$ cat src/rtl/dmem_arb_pkg.sv
`default_nettype none
// ============================================================================
//  Module      : dmem_arb_pkg
//  Description : Shared types and constants for the data-memory port arbiter:
//                arbiter state encoding, default bus widths, and the width of
//                the size/sign mask carried with every access.
//  Revision    : 1.0 - initial release
// ============================================================================
package dmem_arb_pkg;

    localparam int ADDR_W_DEF = 32;
    localparam int DATA_W_DEF = 32;
    localparam int MASK_W     = 4;

    typedef enum logic [1:0] {
        ST_IDLE    = 2'd0,
        ST_CPU_ACC = 2'd1,
        ST_AUX_ACC = 2'd2
    } arb_state_e;

endpackage : dmem_arb_pkg
`default_nettype wire

$ cat src/rtl/dmem_port_arbiter.sv
`default_nettype none
// ============================================================================
//  Module      : dmem_port_arbiter
//  Description : Shares one data-memory port between the CPU and an auxiliary
//                master (loader / debug DMA). Each access is a multi-cycle
//                transaction that honours data_mem's busy output, and the CPU
//                clock-stall is generated here.
//  Ports       : clk, rst_n               - clock, async active-low reset
//                cpu_*                    - CPU load/store request and response
//                aux_valid/write/addr/... - aux request (held until aux_ready)
//                aux_ready/done/rdata     - aux accept, completion, read data
//                mem_*                    - data_mem request and response
//  Revision    : 1.0 - initial release
// ============================================================================
module dmem_port_arbiter
    import dmem_arb_pkg::*;
#(
    parameter int ADDR_W       = ADDR_W_DEF,
    parameter int DATA_W       = DATA_W_DEF,
    parameter int MAX_AUX_WAIT = 4
) (
    input  logic              clk,
    input  logic              rst_n,
    input  logic [ADDR_W-1:0] cpu_addr,
    input  logic [DATA_W-1:0] cpu_wdata,
    input  logic              cpu_memwrite,
    input  logic              cpu_memread,
    input  logic [MASK_W-1:0] cpu_sign_mask,
    output logic [DATA_W-1:0] cpu_rdata,
    output logic              cpu_stall,
    input  logic              aux_valid,
    input  logic              aux_write,
    input  logic [ADDR_W-1:0] aux_addr,
    input  logic [DATA_W-1:0] aux_wdata,
    input  logic [MASK_W-1:0] aux_sign_mask,
    output logic              aux_ready,
    output logic              aux_done,
    output logic [DATA_W-1:0] aux_rdata,
    output logic [ADDR_W-1:0] mem_addr,
    output logic [DATA_W-1:0] mem_wdata,
    output logic              mem_memwrite,
    output logic              mem_memread,
    output logic [MASK_W-1:0] mem_sign_mask,
    input  logic [DATA_W-1:0] mem_rdata,
    input  logic              mem_busy
);

    localparam logic [3:0] MAX_WAIT = 4'(MAX_AUX_WAIT);

    arb_state_e        state_q, state_d;
    logic [3:0]        count_q, count_d;
    logic [ADDR_W-1:0] addr_q, addr_d;
    logic [DATA_W-1:0] wdata_q, wdata_d;
    logic              we_q, we_d;
    logic              re_q, re_d;
    logic [MASK_W-1:0] mask_q, mask_d;
    logic              aux_done_q, aux_done_d;
    logic [DATA_W-1:0] aux_rdata_q, aux_rdata_d;
    logic              grant_aux;

    wire cpu_req  = cpu_memread | cpu_memwrite;
    wire cpu_done = (state_q == ST_CPU_ACC) && !mem_busy;
    wire in_acc   = (state_q != ST_IDLE);

    always_comb begin
        state_d     = state_q;
        count_d     = count_q;
        addr_d      = addr_q;
        wdata_d     = wdata_q;
        we_d        = we_q;
        re_d        = re_q;
        mask_d      = mask_q;
        aux_done_d  = 1'b0;
        aux_rdata_d = aux_rdata_q;
        grant_aux   = 1'b0;

        case (state_q)
            ST_IDLE: begin
                // CPU wins unless aux has already lost MAX_AUX_WAIT contests.
                if (cpu_req && (!aux_valid || (count_q < MAX_WAIT))) begin
                    state_d = ST_CPU_ACC;
                    addr_d  = cpu_addr;
                    wdata_d = cpu_wdata;
                    we_d    = cpu_memwrite;
                    re_d    = cpu_memread;
                    mask_d  = cpu_sign_mask;
                    if (aux_valid) begin
                        count_d = count_q + 4'd1;
                    end
                end else if (aux_valid) begin
                    state_d   = ST_AUX_ACC;
                    addr_d    = aux_addr;
                    wdata_d   = aux_wdata;
                    we_d      = aux_write;
                    re_d      = !aux_write;
                    mask_d    = aux_sign_mask;
                    count_d   = 4'd0;
                    grant_aux = 1'b1;
                end
            end
            ST_CPU_ACC: begin
                if (!mem_busy) begin
                    state_d = ST_IDLE;
                end
            end
            ST_AUX_ACC: begin
                if (!mem_busy) begin
                    state_d    = ST_IDLE;
                    aux_done_d = 1'b1;
                    if (re_q) begin
                        aux_rdata_d = mem_rdata;
                    end
                end
            end
            default: begin
                state_d = ST_IDLE;
            end
        endcase
    end

    always_ff @(posedge clk or negedge rst_n) begin
        if (!rst_n) begin
            state_q     <= ST_IDLE;
            count_q     <= 4'd0;
            addr_q      <= '0;
            wdata_q     <= '0;
            we_q        <= 1'b0;
            re_q        <= 1'b0;
            mask_q      <= '0;
            aux_done_q  <= 1'b0;
            aux_rdata_q <= '0;
        end else begin
            state_q     <= state_d;
            count_q     <= count_d;
            addr_q      <= addr_d;
            wdata_q     <= wdata_d;
            we_q        <= we_d;
            re_q        <= re_d;
            mask_q      <= mask_d;
            aux_done_q  <= aux_done_d;
            aux_rdata_q <= aux_rdata_d;
        end
    end

    // Strobes are qualified by the state so an async reset kills them at once.
    assign mem_addr      = addr_q;
    assign mem_wdata     = wdata_q;
    assign mem_sign_mask = mask_q;
    assign mem_memwrite  = in_acc & we_q;
    assign mem_memread   = in_acc & re_q;

    // The CPU clock is held while reset is asserted or its access is pending.
    assign cpu_stall = !rst_n || (cpu_req && !cpu_done);
    assign cpu_rdata = cpu_done ? mem_rdata : '0;

    assign aux_ready = grant_aux & rst_n;
    assign aux_done  = aux_done_q;
    assign aux_rdata = aux_rdata_q;

endmodule : dmem_port_arbiter
`default_nettype wire

$ cat config.mk
export PLATFORM = sky130hd
export DESIGN_NAME = dmem_port_arbiter
export DESIGN_NICKNAME = d
export VERILOG_FILES = /design/src/rtl/dmem_arb_pkg.sv /design/src/rtl/dmem_port_arbiter.sv
export SDC_FILE = /design/constraint.sdc
export NUM_CORES = 1
export LEC_CHECK = 0
export BUFFER_PORTS_ARGS = -buffer_cell sky130_fd_sc_hd__clkbuf_2
export CAP_MARGIN = 20
export CORE_AREA = 2 2 121 123
export DETAILED_ROUTE_END_ITERATION = 7
export DIE_AREA = 0 0 123 125
export PLACE_DENSITY = 0.7
export SLEW_MARGIN = 25
export SYNTH_ARGS = -nofsm -noshare
export SYNTH_HDL_FRONTEND = slang
export SYNTH_SLANG_ARGS = --single-unit
$ cat constraint.sdc
create_clock -name clk -period 1.7 [get_ports clk]
set_input_delay 0.34 -clock clk [delete_from_list [all_inputs] [get_ports clk]]
set_output_delay 0.34 -clock clk [all_outputs]
set_load 0.03 [all_outputs]
==> flow_summary.toml, run 1 <==
[clocking]
clockBufferDepth = 2
clk_latency_ns = 0.34
clkTransAtPathRegs_ns = 0.07
cts_root_buf = "clkbuf_16"
cts-buffers-inserted = 9
cts_tree = "done"
clock-sinks = 109
cts_max_level = 3

[worst_setup_path]
rr_worst_depth = 6
endpoint_kind = "output pin"
crit_arrival_ns = 1.61
r2r_slack_ns = 0.05
worstSetupStartpointType = "flop"
r2r-start = "state_q[1]$_DFFE_PN0P_"
path_class = "reg2out"
worstPathRequired_ns = 1.36
setup.worst_path.start = "state_q[1]$_DFFE_PN0P_"
r2r_end = "aux_rdata[11]$_DFFE_PN0P_"
worstPathMaxFanout = 33

[route]
avgViaCountPerCell = 5.11
drc = 0
drtIter0Drc = 260
routed_wirelength_um = 16400
ant_nets = 0
drt-pass1-iter-count = 4
wire_per_inst_um = 16.0
num_vias = 5246

[floorplan]
dieArea_um2 = 15400
die_h_um = 125
rows = 44
coreArea_um2 = 14200
die_w_um = 123
start_util_pct = 36.6
pin_count = 312

[power]
power_w = 0.0147
power.density_nw_per_um2 = 1910
ir_drop_mv = 0.824
p_leak_nw = 3.82

[timing]
drv_slew = 0
relSlewSlack_pct = 70.9
fin_setup_tns_ns = -7.40
postLayoutSetupSlackWorst_ns = -0.247
rsz0062_at_grt = "yes"
fin_skew_ns = 0.00557
fin_crit_sh_pct = 115
fmax_mhz = 514
setup-violations-final = 35
worst_slew_pin_slew_ns = 0.436
whs_ns = 0.0402
layout_min_cycle_time_ns = 1.95
hold_violations = 0

[hold_path]
hp-class = "in2async"

[layout]
fin_area_um2 = 7700
final_layout_size_suffix_gt1_share_pct = 46.4
nets = 1016
n_antenna_cell = 0
syn_to_final_growth_pct = 48.0
final_util_pct = 54.2
fillers = 1347

[status]
status = "complete, but fails checks"
violations = "negative setup slack"

[global_route]
grt_use_total_pct = 21.5
grt_pass1_wl_um = 26000
grt_max_degree = 83
antenna_found_initial = 0
grt-ovfl-total = 0
grt_pass1_vias = 5202

[synthesis]
ys_seq_area_share_pct = 52.4
synth_nets = 724
synth_edf_count = 0
yosys.area.top_type_share_pct = 52.4
synth_area_um2 = 5200
synth_area_leaders = "dfrtp_1, a31oi_1, o21ai_0"
synth_area_leader_cell = "dfrtp_1"
ys.flop_type = "dfrtp_1"
syn_area_per_cell_um2 = 9.54
synth_seq_cells = 109
synth_common_cells = "dfrtp_1, o21ai_0, nand3_1, nor2_1, a31oi_1"
syn_inst = 545
synth_warnings = 0
async_reset_ff_share_pct = 100
yosysMostFrequentCell = "dfrtp_1"
synth_cell_types = 31

[place]
dp_hpwl_um = 11600
placed_cell_area_um2 = 7040
portBuffers = 311
gp_congestion = 0.789

[job]
drv_cap = 0
[power by group]
| group | internal, W | switching (W) | total (W) | leakage (nW) |
|---|---|---|---|---|
| sequential | 0.00388 | 0.000683 | 0.00456 | 1.27 |
| clock | 0.00114 | 0.000917 | 0.00206 | 0.141 |
| combinational | 0.00283 | 0.00529 | 0.00812 | 2.40 |
| total | 0.00785 | 0.00689 | 0.0147 | 3.82 |
[metal layers]
| metal | vias up | track usage, % | wire length (um) |
|---|---|---|---|
| met4 | 0 | 8.42 | 394 |
| met5 | - | 0 | 0 |
| met3 | 25 | 4.70 | 1240 |
| met2 | 226 | 37.4 | 8110 |
| li1 | 2523 | - | - |
| met1 | 2472 | 25.6 | 6680 |
[logic make-up (layout without fill, tap and decap cells)]
| family | Yosys count | in the layout | share of synthesized area, % |
|---|---|---|---|
| simple gates | 192 | 192 | 17.6 |
| compound gates | 152 | 152 | 16.8 |
| flops | 109 | 109 | 52.4 |
| buf+inv | 56 | 353 | 5.27 |
| mux | 32 | 32 | 6.93 |
| fa+ha+maj | 4 | 4 | 0.962 |
[how the worst max path moves through the flow]
stage,slack (ns),end,cells after the start
after floorplan,-0.002,cpu_stall,5
after global placement,0.11,cpu_rdata[27],6
after detailed placement,0.05,cpu_rdata[27],6
after CTS,-0.24,aux_ready,5
after global routing,-0.30,aux_ready,5
final,-0.25,cpu_rdata[15],6
[state kept, by name, summed over array words and instances, names as in the netlist]
signal / cells
aux_rdata: 32
mem_addr: 32
mem_wdata: 32
count_q: 4
mem_sign_mask: 4
state_q: 2
aux_done: 1
re_q: 1
we_q: 1
[final cells by class]
type / count / area [um^2] / area share (%)
sequential: 109 / 2730 / 35.4
multi-input combinational: 380 / 2260 / 29.4
timing repair buffer: 334 / 2180 / 28.3
clock buffer: 12 / 236 / 3.07
tap: 184 / 230 / 2.99
clock inverter: 4 / 48.8 / 0.634
inverter: 3 / 11.3 / 0.146
[critical path, cell delays in order, from the launching register on]
cell and delay (ns):
dfrtp_1 0.40, inv_2 0.07, ha_1 0.14, nor2b_4 0.16, buf_12 0.17, and2_1 0.17
clkbuf_8 0.16
[layout by cell type, fill, tap and decap left out, types with 2 or more instances in the layout]
master       n
and2_1      30
clkbuf_1     3
clkbuf_2   274
dfrtp_1    109
o31ai_1      2
mux2_2      32
clkbuf_16    9
ha_1         3
buf_8        2
and2_4       2
clkinv_2     2
buf_4       13
clkbuf_8    32
nor2_1      70
o21ai_0     71
buf_12      11
nand3_1     71
nor2b_4      2
inv_1        2
nand2_1      8
a31oi_1     70
[metrics by stage]
step	worst slack (ns)	std cells
after floorplan	-0.00202	545
after global placement	0.112	1006
after detailed placement	0.0516	1006
after CTS	-0.244	1025
after global routing	-0.297	1026
final	-0.247	1026
[timing repair]
action	in CTS	in global routing
endpoints found under the hold margin	9	0
setup endpoints to repair	36	62
resized for setup	71	13
buffers inserted	2	1
hold buffers	1	0
Power figures use the tool's default switching activity.
==> run 2: changes to the inputs <==
- SKIP_CTS_REPAIR_TIMING: unset -> 1
==> flow_summary.toml, run 2 (synthesized netlist as in run 1, its figures left out) <==
[clocking]
clk_latency_ns = 0.34
cts-buffers-inserted = 9
cts_root_buf = "clkbuf_16"
cts_max_level = 3
clockBufferDepth = 2
clock-sinks = 109
cts_tree = "done"
clkTransAtPathRegs_ns = 0.07

[timing]
fmax_mhz = 494
fin_crit_sh_pct = 119
hold_violations = 0
fin_setup_tns_ns = -10.48
setup-violations-final = 35
rsz0062_at_grt = "yes"
layout_min_cycle_time_ns = 2.03
drv_slew = 0
fin_skew_ns = 0.00645
worst_slew_pin_slew_ns = 0.468
relSlewSlack_pct = 68.7
whs_ns = 0.0513
postLayoutSetupSlackWorst_ns = -0.326

[layout]
syn_to_final_growth_pct = 47.6
stdcell_count = 1027
final_cell_mix = "clkbuf_2, dfrtp_1, o21ai_0, nand3_1"
final_util_pct = 54.0
final_layout_size_suffix_gt1_share_pct = 48.3
n_antenna_cell = 0
final_common_cell = "clkbuf_2"
fillers = 1346
nets = 1017

[route]
wl_met2_um = 8340
avgViaCountPerCell = 5.13
wire_per_inst_um = 16.2
ant_nets = 0
drtIter0Drc = 267
drt-pass1-iter-count = 4
maxUsedRoutingLayer = "met4"
wl_met3_um = 1160
num_vias = 5271
routed_wirelength_um = 16700
wl_met1_um = 6750
drc = 0

[floorplan]
die_w_um = 123
start_util_pct = 36.6
die_h_um = 125
pin_count = 312
coreArea_um2 = 14200
dieArea_um2 = 15400
rows = 44

[place]
gp_congestion = 0.789
dp_hpwl_um = 11600
place_inst = 1006
portBuffers = 311

[hold_path]
hp-class = "in2async"

[global_route]
grt-ovfl-total = 0
antenna_found_initial = 0
grt_use_total_pct = 21.0
grt_pass1_wl_um = 25500
grt_pass1_vias = 5079
grt_max_degree = 83

[worst_setup_path]
crit_arrival_ns = 1.69
crit_family = "buffers and inverters"
worstPathRequired_ns = 1.36
cp_slowest_stage_delay_ns = 0.41
path_buf_inv = 3
worstPathMaxFanout = 17
worstSetupStartpointType = "flop"
critPathSlowestCell = "dfrtp_1"
endpoint_kind = "output pin"
critical_path.cell_chain = "inv_2 > ha_4 > nor2b_4 > buf_12 > and2_1 > buf_6"
path_class = "reg2out"

[power]
clkPwrFrac_pct = 14.0
power.share.switching_pct = 46.9
power.density_nw_per_um2 = 1920
ir_drop_mv = 0.827
p_comb_share_pct = 55.1
internal_power_w = 0.00784
power.switching_w = 0.00693
p_leak_nw = 3.81
p_seq_share_pct = 30.9

[job]
drv_cap = 0

[status]
violations = "negative setup slack"
status = "complete, but fails checks"
run 2: changes by cell type in the layout (fill, tap and decap cells not counted), sizes merged:
cell	previous run	this run
buf	27	59
clkbuf	318	287
run 2: worst paths after layout:
path,slack (ns),endpoint,from,cells past startpoint
worst min-delay path,0.05,aux_rdata[28]$_DFFE_PN0P_,rst_n,2
worst max register to register,0.07,aux_rdata[17]$_DFFE_PN0P_,state_q[0]$_DFFE_PN0P_,6
max in group asynchronous,0.78,state_q[0]$_DFFE_PN0P_,rst_n,2
worst min register to register,0.50,count_q[1]$_DFFE_PN0P_,count_q[1]$_DFFE_PN0P_,2
min in group clk,0.24,mem_wdata[20]$_DFFE_PN0P_,cpu_wdata[20],3
worst max-delay path,-0.33,cpu_rdata[27],state_q[1]$_DFFE_PN0P_,6
run 2: final cells by class:
type                    instances  area (um^2)  area share [%]
clock buffers                  12          236            3.08
well taps                     184          230            3.00
repair buffers                335         2120            27.6
flip-flops and latches        109         2730            35.6
inverters                       3         11.3           0.147
multi-input cells             380         2300            30.0
clock inverters                 4         48.8           0.636
run 2: layer usage:
metal / up-vias / track usage [%]
met5: - / 0
li1: 2530 / -
met4: 0 / 8.42
met3: 26 / 4.43
met1: 2498 / 25.4
met2: 217 / 36.2
run 2: through the flow:
step | area, um^2 | setup WS [ns] | power, W
3_5_place_dp | 7040 | 0.0516 | 0.0124
6_report | 7680 | -0.326 | 0.0148
4_1_cts | 7320 | -0.332 | 0.0145
2_1_floorplan | 5210 | -0.00202 | 0.00986
5_1_grt | 7680 | -0.373 | 0.0158
3_3_place_gp | 7040 | 0.112 | 0.0122
run 2: power by group through the flow:
stage / combinational [W] / sequential [W] / clock (W)
6_report: 0.00815 / 0.00457 / 0.00206
5_1_grt: 0.00878 / 0.00473 / 0.00225
4_1_cts: 0.00777 / 0.00456 / 0.00214
3_5_place_dp: 0.00778 / 0.00459 / 0
3_3_place_gp: 0.00770 / 0.00453 / 0
2_1_floorplan: 0.00294 / 0.00692 / 0
run 2: worst register-to-register path: stages (launching register included):
cell and delay [ns]:
dfrtp_2 0.42, inv_1 0.08, ha_1 0.19, nor2b_1 0.14
nand2_1 0.11, buf_12 0.21, mux2_2 0.38
